==> src/rtl/multicycle_control.sv <==
// Multicycle MIPS-style control unit: a ten-state sequencer that drives the
// datapath controls and counts retired instructions.
module multicycle_control #(
  parameter int CNT_W = 16
) (
  input  logic             clk,
  input  logic             rst_n,
  input  logic [5:0]       OP,
  input  logic             Zero,
  input  logic             mem_ready,
  output logic             PCWrite,
  output logic             IorD,
  output logic             MemRead,
  output logic             MemToWrite,
  output logic             IRWrite,
  output logic             MemToReg,
  output logic             RegDst,
  output logic             RegWrite,
  output logic             ALUSrcA,
  output logic [1:0]       ALUSrcB,
  output logic [1:0]       ALUOp,
  output logic [1:0]       PCSource,
  output logic [3:0]       state,
  output logic             illegal_op,
  output logic [CNT_W-1:0] instr_count
);

  typedef enum logic [3:0] {
    FETCH     = 4'd0,
    DECODE    = 4'd1,
    MEM_ADDR  = 4'd2,
    MEM_READ  = 4'd3,
    MEM_WB    = 4'd4,
    MEM_WRITE = 4'd5,
    R_EXEC    = 4'd6,
    R_WB      = 4'd7,
    BRANCH    = 4'd8,
    JUMP      = 4'd9
  } stateT;

  localparam logic [5:0] OP_LW  = 6'b100011;
  localparam logic [5:0] OP_SW  = 6'b101011;
  localparam logic [5:0] OP_R   = 6'b000000;
  localparam logic [5:0] OP_BEQ = 6'b000100;
  localparam logic [5:0] OP_J   = 6'b000010;

  stateT            stateReg, stateNext;
  logic [CNT_W-1:0] countReg;
  logic             retire;

  logic       pcWriteDec, iorDDec, memReadDec, memWriteDec, irWriteDec;
  logic       memToRegDec, regDstDec, regWriteDec, aluSrcADec, illegalDec;
  logic [1:0] aluSrcBDec, aluOpDec, pcSourceDec;

  always_ff @(posedge clk or negedge rst_n) begin
    if (!rst_n) begin
      stateReg <= FETCH;
      countReg <= '0;
    end else begin
      stateReg <= stateNext;
      if (retire) countReg <= countReg + 1'b1;
    end
  end

  always_comb begin
    stateNext   = stateReg;
    retire      = 1'b0;
    pcWriteDec  = 1'b0;
    iorDDec     = 1'b0;
    memReadDec  = 1'b0;
    memWriteDec = 1'b0;
    irWriteDec  = 1'b0;
    memToRegDec = 1'b0;
    regDstDec   = 1'b0;
    regWriteDec = 1'b0;
    aluSrcADec  = 1'b0;
    aluSrcBDec  = 2'b00;
    aluOpDec    = 2'b00;
    pcSourceDec = 2'b00;
    illegalDec  = 1'b0;
    case (stateReg)
      FETCH: begin
        memReadDec = 1'b1;
        aluSrcBDec = 2'b01;
        irWriteDec = mem_ready;
        pcWriteDec = mem_ready;
        if (mem_ready) stateNext = DECODE;
      end
      DECODE: begin
        aluSrcBDec = 2'b11;
        case (OP)
          OP_LW, OP_SW: stateNext = MEM_ADDR;
          OP_R:         stateNext = R_EXEC;
          OP_BEQ:       stateNext = BRANCH;
          OP_J:         stateNext = JUMP;
          default: begin
            stateNext  = FETCH;
            illegalDec = 1'b1;
          end
        endcase
      end
      MEM_ADDR: begin
        aluSrcADec = 1'b1;
        aluSrcBDec = 2'b10;
        stateNext  = (OP == OP_LW) ? MEM_READ : MEM_WRITE;
      end
      MEM_READ: begin
        memReadDec = 1'b1;
        iorDDec    = 1'b1;
        if (mem_ready) stateNext = MEM_WB;
      end
      MEM_WB: begin
        regWriteDec = 1'b1;
        memToRegDec = 1'b1;
        stateNext   = FETCH;
        retire      = 1'b1;
      end
      MEM_WRITE: begin
        memWriteDec = 1'b1;
        iorDDec     = 1'b1;
        if (mem_ready) begin
          stateNext = FETCH;
          retire    = 1'b1;
        end
      end
      R_EXEC: begin
        aluSrcADec = 1'b1;
        aluOpDec   = 2'b10;
        stateNext  = R_WB;
      end
      R_WB: begin
        regWriteDec = 1'b1;
        regDstDec   = 1'b1;
        stateNext   = FETCH;
        retire      = 1'b1;
      end
      BRANCH: begin
        aluSrcADec  = 1'b1;
        aluOpDec    = 2'b01;
        pcSourceDec = 2'b01;
        pcWriteDec  = Zero;
        stateNext   = FETCH;
        retire      = 1'b1;
      end
      JUMP: begin
        pcSourceDec = 2'b10;
        pcWriteDec  = 1'b1;
        stateNext   = FETCH;
        retire      = 1'b1;
      end
      default: stateNext = FETCH;
    endcase
  end

  // Gating with rst_n keeps strobes low even before the async reset settles FETCH.
  assign PCWrite     = rst_n & pcWriteDec;
  assign IorD        = rst_n & iorDDec;
  assign MemRead     = rst_n & memReadDec;
  assign MemToWrite  = rst_n & memWriteDec;
  assign IRWrite     = rst_n & irWriteDec;
  assign MemToReg    = rst_n & memToRegDec;
  assign RegDst      = rst_n & regDstDec;
  assign RegWrite    = rst_n & regWriteDec;
  assign ALUSrcA     = rst_n & aluSrcADec;
  assign ALUSrcB     = {2{rst_n}} & aluSrcBDec;
  assign ALUOp       = {2{rst_n}} & aluOpDec;
  assign PCSource    = {2{rst_n}} & pcSourceDec;
  assign illegal_op  = rst_n & illegalDec;
  assign state       = stateReg;
  assign instr_count = countReg;

endmodule

==> config.mk <==
export PLATFORM = sky130hd
export DESIGN_NAME = multicycle_control
export DESIGN_NICKNAME = d
export VERILOG_FILES = /design/src/rtl/multicycle_control.sv
export SDC_FILE = /design/constraint.sdc
export NUM_CORES = 1
export LEC_CHECK = 0
export BUFFER_PORTS_ARGS = -buffer_cell sky130_fd_sc_hd__buf_2
export CORE_MARGIN = 2
export CORE_UTILIZATION = 44
export CTS_CLUSTER_DIAMETER = 40
export DETAILED_ROUTE_END_ITERATION = 10
export HOLD_SLACK_MARGIN = 0.06
export PLACE_DENSITY = 0.73
export SYNTH_ARGS = -nofsm -noshare
export SYNTH_HDL_FRONTEND = slang
export SYNTH_SLANG_ARGS = --single-unit
==> constraint.sdc <==
create_clock -name clk -period 1.7 [get_ports clk]
set_input_delay 0.425 -clock clk [delete_from_list [all_inputs] [get_ports clk]]
set_output_delay 0.425 -clock clk [all_outputs]
set_load 0.02 [all_outputs]
Yosys cells after proc, flatten, opt, wreduce, memory -nomap -nowiden
Index checks and enable logic that the tools add are counted.

cells by class
  reductions and logical operators = 10
  $add $sub $neg = 1
  bitwise operators = 13
  equal/unequal tests = 16
  muxes and demuxes = 22

operators by type and width
  cell                                                             number
  4-bit case mux with 6 select lines                               1
  16-bit by 1-bit adder with 16-bit output, second input constant  1
  4-bit by 3-bit == test with 1-bit output, second input constant  4
  4-bit case mux with 4 select lines                               1
  6-bit == test, second input constant                             2
  4-bit 2-to-1 mux                                                 3
  1-bit 2-to-1 mux                                                 11
  1-bit AND                                                        10
  4-bit by 2-bit == test with 1-bit output, second input constant  2
  4-bit == test, second input constant                             2
  2-bit case mux with 2 select lines                               2
  2-bit OR reduction                                               4
  2-bit AND                                                        3
  6-bit by 2-bit == test with 1-bit output, second input constant  1
  6-bit by 3-bit == test with 1-bit output, second input constant  1
  6-bit zero test                                                  1
  2-bit != test, second input constant                             3
  2-bit case mux with 3 select lines                               1
  5-bit OR reduction                                               1
  4-bit by 1-bit == test with 1-bit output, second input constant  1
  4-bit zero test                                                  1
  4-bit OR reduction                                               1
  3-bit 2-to-1 mux                                                 1
  1-bit case mux with 3 select lines                               1
  other kinds (3)                                                  3

storage, ports and cells
  word-level logic and storage cells = 64
  input bits = 10
  output and inout port bits = 36
  register bits after elaboration = 20

Depth between registers and ports, before layout
  depth in word-level cells = 5
  gate-level depth with buffers = 6
  depth with buffers taken out = 4

Worst setup path before layout
Ideal clock, no wire load.

  path type = register to output
  start = register stateReg[0] (netlist: state[0])
  end = output port illegal_op
  path buffers = 1
  cell stages (with the launch flop) = 4
  slack = -761 ps
  data arrival time = 2036 ps
  required time = 1275 ps
  cells stage by stage = dfrtp_1 > clkbuf_1 > nand2b_1 > a2111oi_0

on the way
  cells in the longest elaborated chain, start to end = 3

RTL lines
  element                                   line  text
  start: declaration                        47    stateT stateReg, stateNext;
  start signal: assignment                  60    stateReg <= stateNext;
  4-bit by 1-bit == test with 1-bit output  81    case (stateReg)
  1-bit 2-to-1 mux                          81
  1-bit AND                                 168   assign illegal_op = rst_n & illegalDec;
  end: declaration                          24    output logic illegal_op,

No other way between the ends.

Worst setup path in the final report
  start = register stateReg[1] (netlist: state[1])
  end = output port PCWrite

on the way
  cells in the longest elaborated chain, start to end = 3
  elaborated cells between the ends (all ways) = 5
  classes of those cells = eq/ne: 2; mux: 1; bitwise: 1; reduce/logical: 1

RTL lines
  element                                                  line  text
  4-bit == test / 4-bit zero test (equally long branches)  81
  1-bit case mux with 3 select lines (*)                   81
  1-bit AND (*)                                            156   assign PCWrite = rst_n & pcWriteDec;
  end: declaration                                         11    output logic PCWrite,

Mark *: on every way between the ends. The rest lies on a longest branch, timed or not.

==> metrics.log <==
INFO  metric tightest_slew = 0.509 ns
INFO  metric synth_seq_cells = 20
INFO  metric cts_max_path_buffers = 2
INFO  metric hold_path_class = input pin to async pin
INFO  metric worstSetupStartpoint = state[1]
INFO  metric average_vias_per_placed_instance = about 5.7
INFO  metric synth_instances = 130
INFO  metric nets = about 220
INFO  metric drt.antenna.violating_nets = 0
INFO  metric crit_path_top_delay_cell = sky130_fd_sc_hd__dfrtp_2
INFO  metric initialDrtViolationCount = 68
INFO  metric crit_family = flip-flops
INFO  metric floorplan.io_pins = 46
INFO  metric grt_pass1_vias = 1253
INFO  metric cp_slowest_stage_delay = ~0.50 ns
INFO  metric netlist_top_cells_area = sky130_fd_sc_hd__dfrtp_1 (41%), sky130_fd_sc_hd__xor2_1 (9.3%), sky130_fd_sc_hd__nor3_1 (4.5%)
INFO  metric drt_pass1_iterations = 4
INFO  metric highest_count_cells_in_the_layout_ignoring_fill_and_taps = sky130_fd_sc_hd__buf_4 (32), sky130_fd_sc_hd__buf_2 (29), sky130_fd_sc_hd__dfrtp_1 (16), sky130_fd_sc_hd__xor2_1 (13), sky130_fd_sc_hd__buf_6 (12)
INFO  metric syn2layout_area_growth = 74.2%
INFO  metric final_min_period_over_clock_period = 118%
INFO  metric type_of_the_worst_setup_path = register to primary output
INFO  metric cts_num_sinks = 20
INFO  metric row_count = 19
INFO  metric synthesis.yosys.warnings = 0
INFO  metric cp_num_cells = 5
INFO  metric gp_congestion = 0.816
INFO  metric die_height = around 57 um
INFO  metric worstRegToRegCells = 4
INFO  metric cp_data_arrival_time = 1.58 ns
INFO  metric tritoncts.num_buffers = 3
INFO  metric ys_types = 39
INFO  metric worst_ir_drop_vdd = 824 uV
INFO  metric syn_nets = around 140
INFO  metric drc = 0
INFO  metric antenna_found_initial = 0
INFO  metric status = finished, violations left
INFO  metric die_area = between 3000 and 4000 um^2
INFO  metric crit_path_max_fanout = 6
INFO  metric core_area = 2710 um^2
INFO  metric synth_sequential_area_ratio = 40.8%
INFO  metric first_pass_grt_wire_length = 5720 um
INFO  metric finalHoldWorstSlack = 0.190 ns
INFO  metric critical_path_sink_type = primary output
INFO  metric number_of_synthesized_flops_with_an_enable_pin = 0
INFO  metric final_layout_size_suffix_gt1_share = a little under 60%
INFO  metric ys_dominant_reg_cell = sky130_fd_sc_hd__dfrtp_1
INFO  metric setup_viol = 18
INFO  metric clockRootBuffer = sky130_fd_sc_hd__clkbuf_4
INFO  metric cts.reportedPaths.clkPinSlew = 0.12 ns
INFO  metric cp.buffers_inverters = 3
INFO  metric post_drt_wl_per_cell = 16.5 um
INFO  metric rsz0062_at_grt = yes
INFO  metric r2r-end = instr_count[1]
INFO  metric fmaxAchievable = 499 MHz
INFO  metric critical_path.most_common_cell = sky130_fd_sc_hd__buf_6
INFO  metric setup.worst_path.end = PCWrite
INFO  metric antenna_cells_inserted = 0
INFO  metric multi_input_comb_area = 917 um^2
INFO  metric setup_slack = -0.305 ns
INFO  metric required = 1.27 ns
INFO  metric port_buffers = 45
INFO  metric area_of_the_mapped_netlist = roughly 1200 um^2
INFO  metric layout.filler_cells = 170
INFO  metric worst_r2r_startpoint = state[1]
INFO  metric post-place-ws = -0.237 ns
INFO  metric sequential_cell_area = between 500 and 600 um^2
INFO  metric htree_num_levels = 1
INFO  metric maximum_clock_skew_at_final_layout = 0.0122 ns
INFO  metric grt_use_total = 22.6%
INFO  metric layout.cells.most_common = sky130_fd_sc_hd__buf_4
INFO  metric fraction_of_synthesis_flops_using_an_asynchronous_set_or_reset_pin = 100%
INFO  metric place.detailed.hpwl = 2550 um
INFO  metric dieWidth = 56.8 um
INFO  metric worstSkewPairLatency = 0.30 ns
INFO  metric initial_utilization = ~45%
INFO  metric slew-limit-headroom = between 60% and 70%
INFO  metric reg2reg_setup_slack = -0.06 ns
INFO  metric synth_top_cell_by_area = sky130_fd_sc_hd__dfrtp_1
INFO  metric grt_start_max_net_pins = 17
INFO  metric power_density = 880 nW/um^2
INFO  metric critical_path.cell_chain = buf_6, buf_12, nor3_1, or2_4, buf_6
INFO  metric fin_crit = 2.00 ns
INFO  metric vias = between 1000 and 1500
INFO  metric globalRoute.totalOverflow = 0
INFO  metric finalMaxSlewViolations = 0
INFO  metric timing.critical_path.from_type = register
INFO  metric maxCapViolCount = 0
INFO  metric tritoncts = done
INFO  metric timing_hold_violations_final = 0
INFO  metric syn_area_per_cell = 9.43 um^2
INFO  metric violations = negative setup slack
INFO  metric netlist.area_leader.share = 40.8%
INFO  metric static-leakage-power = between 1 and 1.5 nW
INFO  metric drt-total-wl = about 3900 um
area by class of cell:
class                   instances  share of cell area, %
clock buffers                   3                   1.05
well taps                      31                   1.82
flip-flops and latches         20                   23.7
clock inverters                 1                   1.41
multi-input cells             102                   42.9
inverters                       3                  0.527
repair buffers                 78                   28.6
how the worst min path moves through the flow:
stage	to	cells after the start	start
after floorplan	instr_count[0]	0	rst_n
after global placement	instr_count[2]	2	rst_n
after detailed placement	instr_count[2]	2	rst_n
after CTS	instr_count[3]	3	rst_n
after global routing	instr_count[11]	3	rst_n
final	instr_count[11]	3	rst_n
report_power, final:
part	internal [mW]	leakage, nW	switching, mW
registers	0.530	0.268	0.0901
clock network	0.238	0.0279	0.146
logic	0.410	0.836	0.467
cell usage after synthesis, types with 2 or more instances:
| cell type | instances |
|---|---|
| sky130_fd_sc_hd__dfrtp_1 | 20 |
| sky130_fd_sc_hd__nand2_1 | 10 |
| sky130_fd_sc_hd__nand4_1 | 3 |
| sky130_fd_sc_hd__nand3_1 | 5 |
| sky130_fd_sc_hd__clkbuf_1 | 3 |
| sky130_fd_sc_hd__nor2b_1 | 2 |
| sky130_fd_sc_hd__xnor2_1 | 4 |
| sky130_fd_sc_hd__buf_6 | 2 |
| sky130_fd_sc_hd__inv_1 | 3 |
| sky130_fd_sc_hd__nor2_1 | 13 |
| sky130_fd_sc_hd__a21oi_1 | 5 |
| sky130_fd_sc_hd__nor3_1 | 11 |
| sky130_fd_sc_hd__nor4b_1 | 2 |
| sky130_fd_sc_hd__nor4_1 | 3 |
| sky130_fd_sc_hd__and3_1 | 2 |
| sky130_fd_sc_hd__o221a_2 | 2 |
| sky130_fd_sc_hd__nor3b_1 | 3 |
| sky130_fd_sc_hd__xor2_1 | 13 |
| sky130_fd_sc_hd__nand2b_1 | 4 |
kinds of logic (layout without fill, tap and decap cells):
logic type      after synthesis  count (layout)  share of synthesized area (%)
mux                           1               1                          0.918
fa+ha+maj                     1               1                           1.02
simple gates                 68              68                           31.2
compound gates               15              15                           10.2
flops                        20              20                           40.8
buf+inv                       8              85                           3.67
xor+xnor                     17              17                           12.1
layer usage:
| layer | routed length [um] | GRT usage, % | vias up |
|---|---|---|---|
| met5 | 0 | 0 | - |
| met4 | 24 | 7.64 | 0 |
| met3 | 232 | 2.07 | 4 |
| met2 | 2160 | 41.4 | 58 |
| met1 | 1500 | 27.5 | 671 |
| li1 | - | - | 621 |
worst register-to-register path: cells and delay by family (launching register included):
family	cells	cell delay (ns)
flip-flops	1	0.50
AND/OR/NAND/NOR	1	0.42
multiplexers	1	0.29
AO/OA/AOI/OAI	1	0.23
buffers and inverters	1	0.21
through the flow:
stage / instance area [um^2] / instances / util [%] / TNS [ns] / total power, mW
6_report: 2140 / 238 / 78.8 / -2.56 / 1.88
2_1_floorplan: 1320 / 130 / - / -0.458 / 1.04
5_1_grt: 2140 / 238 / 78.8 / -3.91 / 1.96
3_3_place_gp: 1700 / 222 / 62.8 / -0.354 / 1.27
3_5_place_dp: 1700 / 222 / 62.8 / -0.480 / 1.29
4_1_cts: 1930 / 234 / 71.1 / -2.25 / 1.73
registers in the layout, indices dropped and copies added, names as in the netlist:
| signal | count |
|---|---|
| state | 4 |
| instr_count | 16 |
timing repair:
item / in CTS / in global routing
resized for setup: 28 / 34
hold endpoints to repair: 7 / 0
endpoints found under the setup margin: 17 / 25
hold buffers: 1 / 0
pin swaps: 5 / 10
buffers inserted: 7 / 3
cloned: 0 / 1
(Power assumes the default switching activity.)
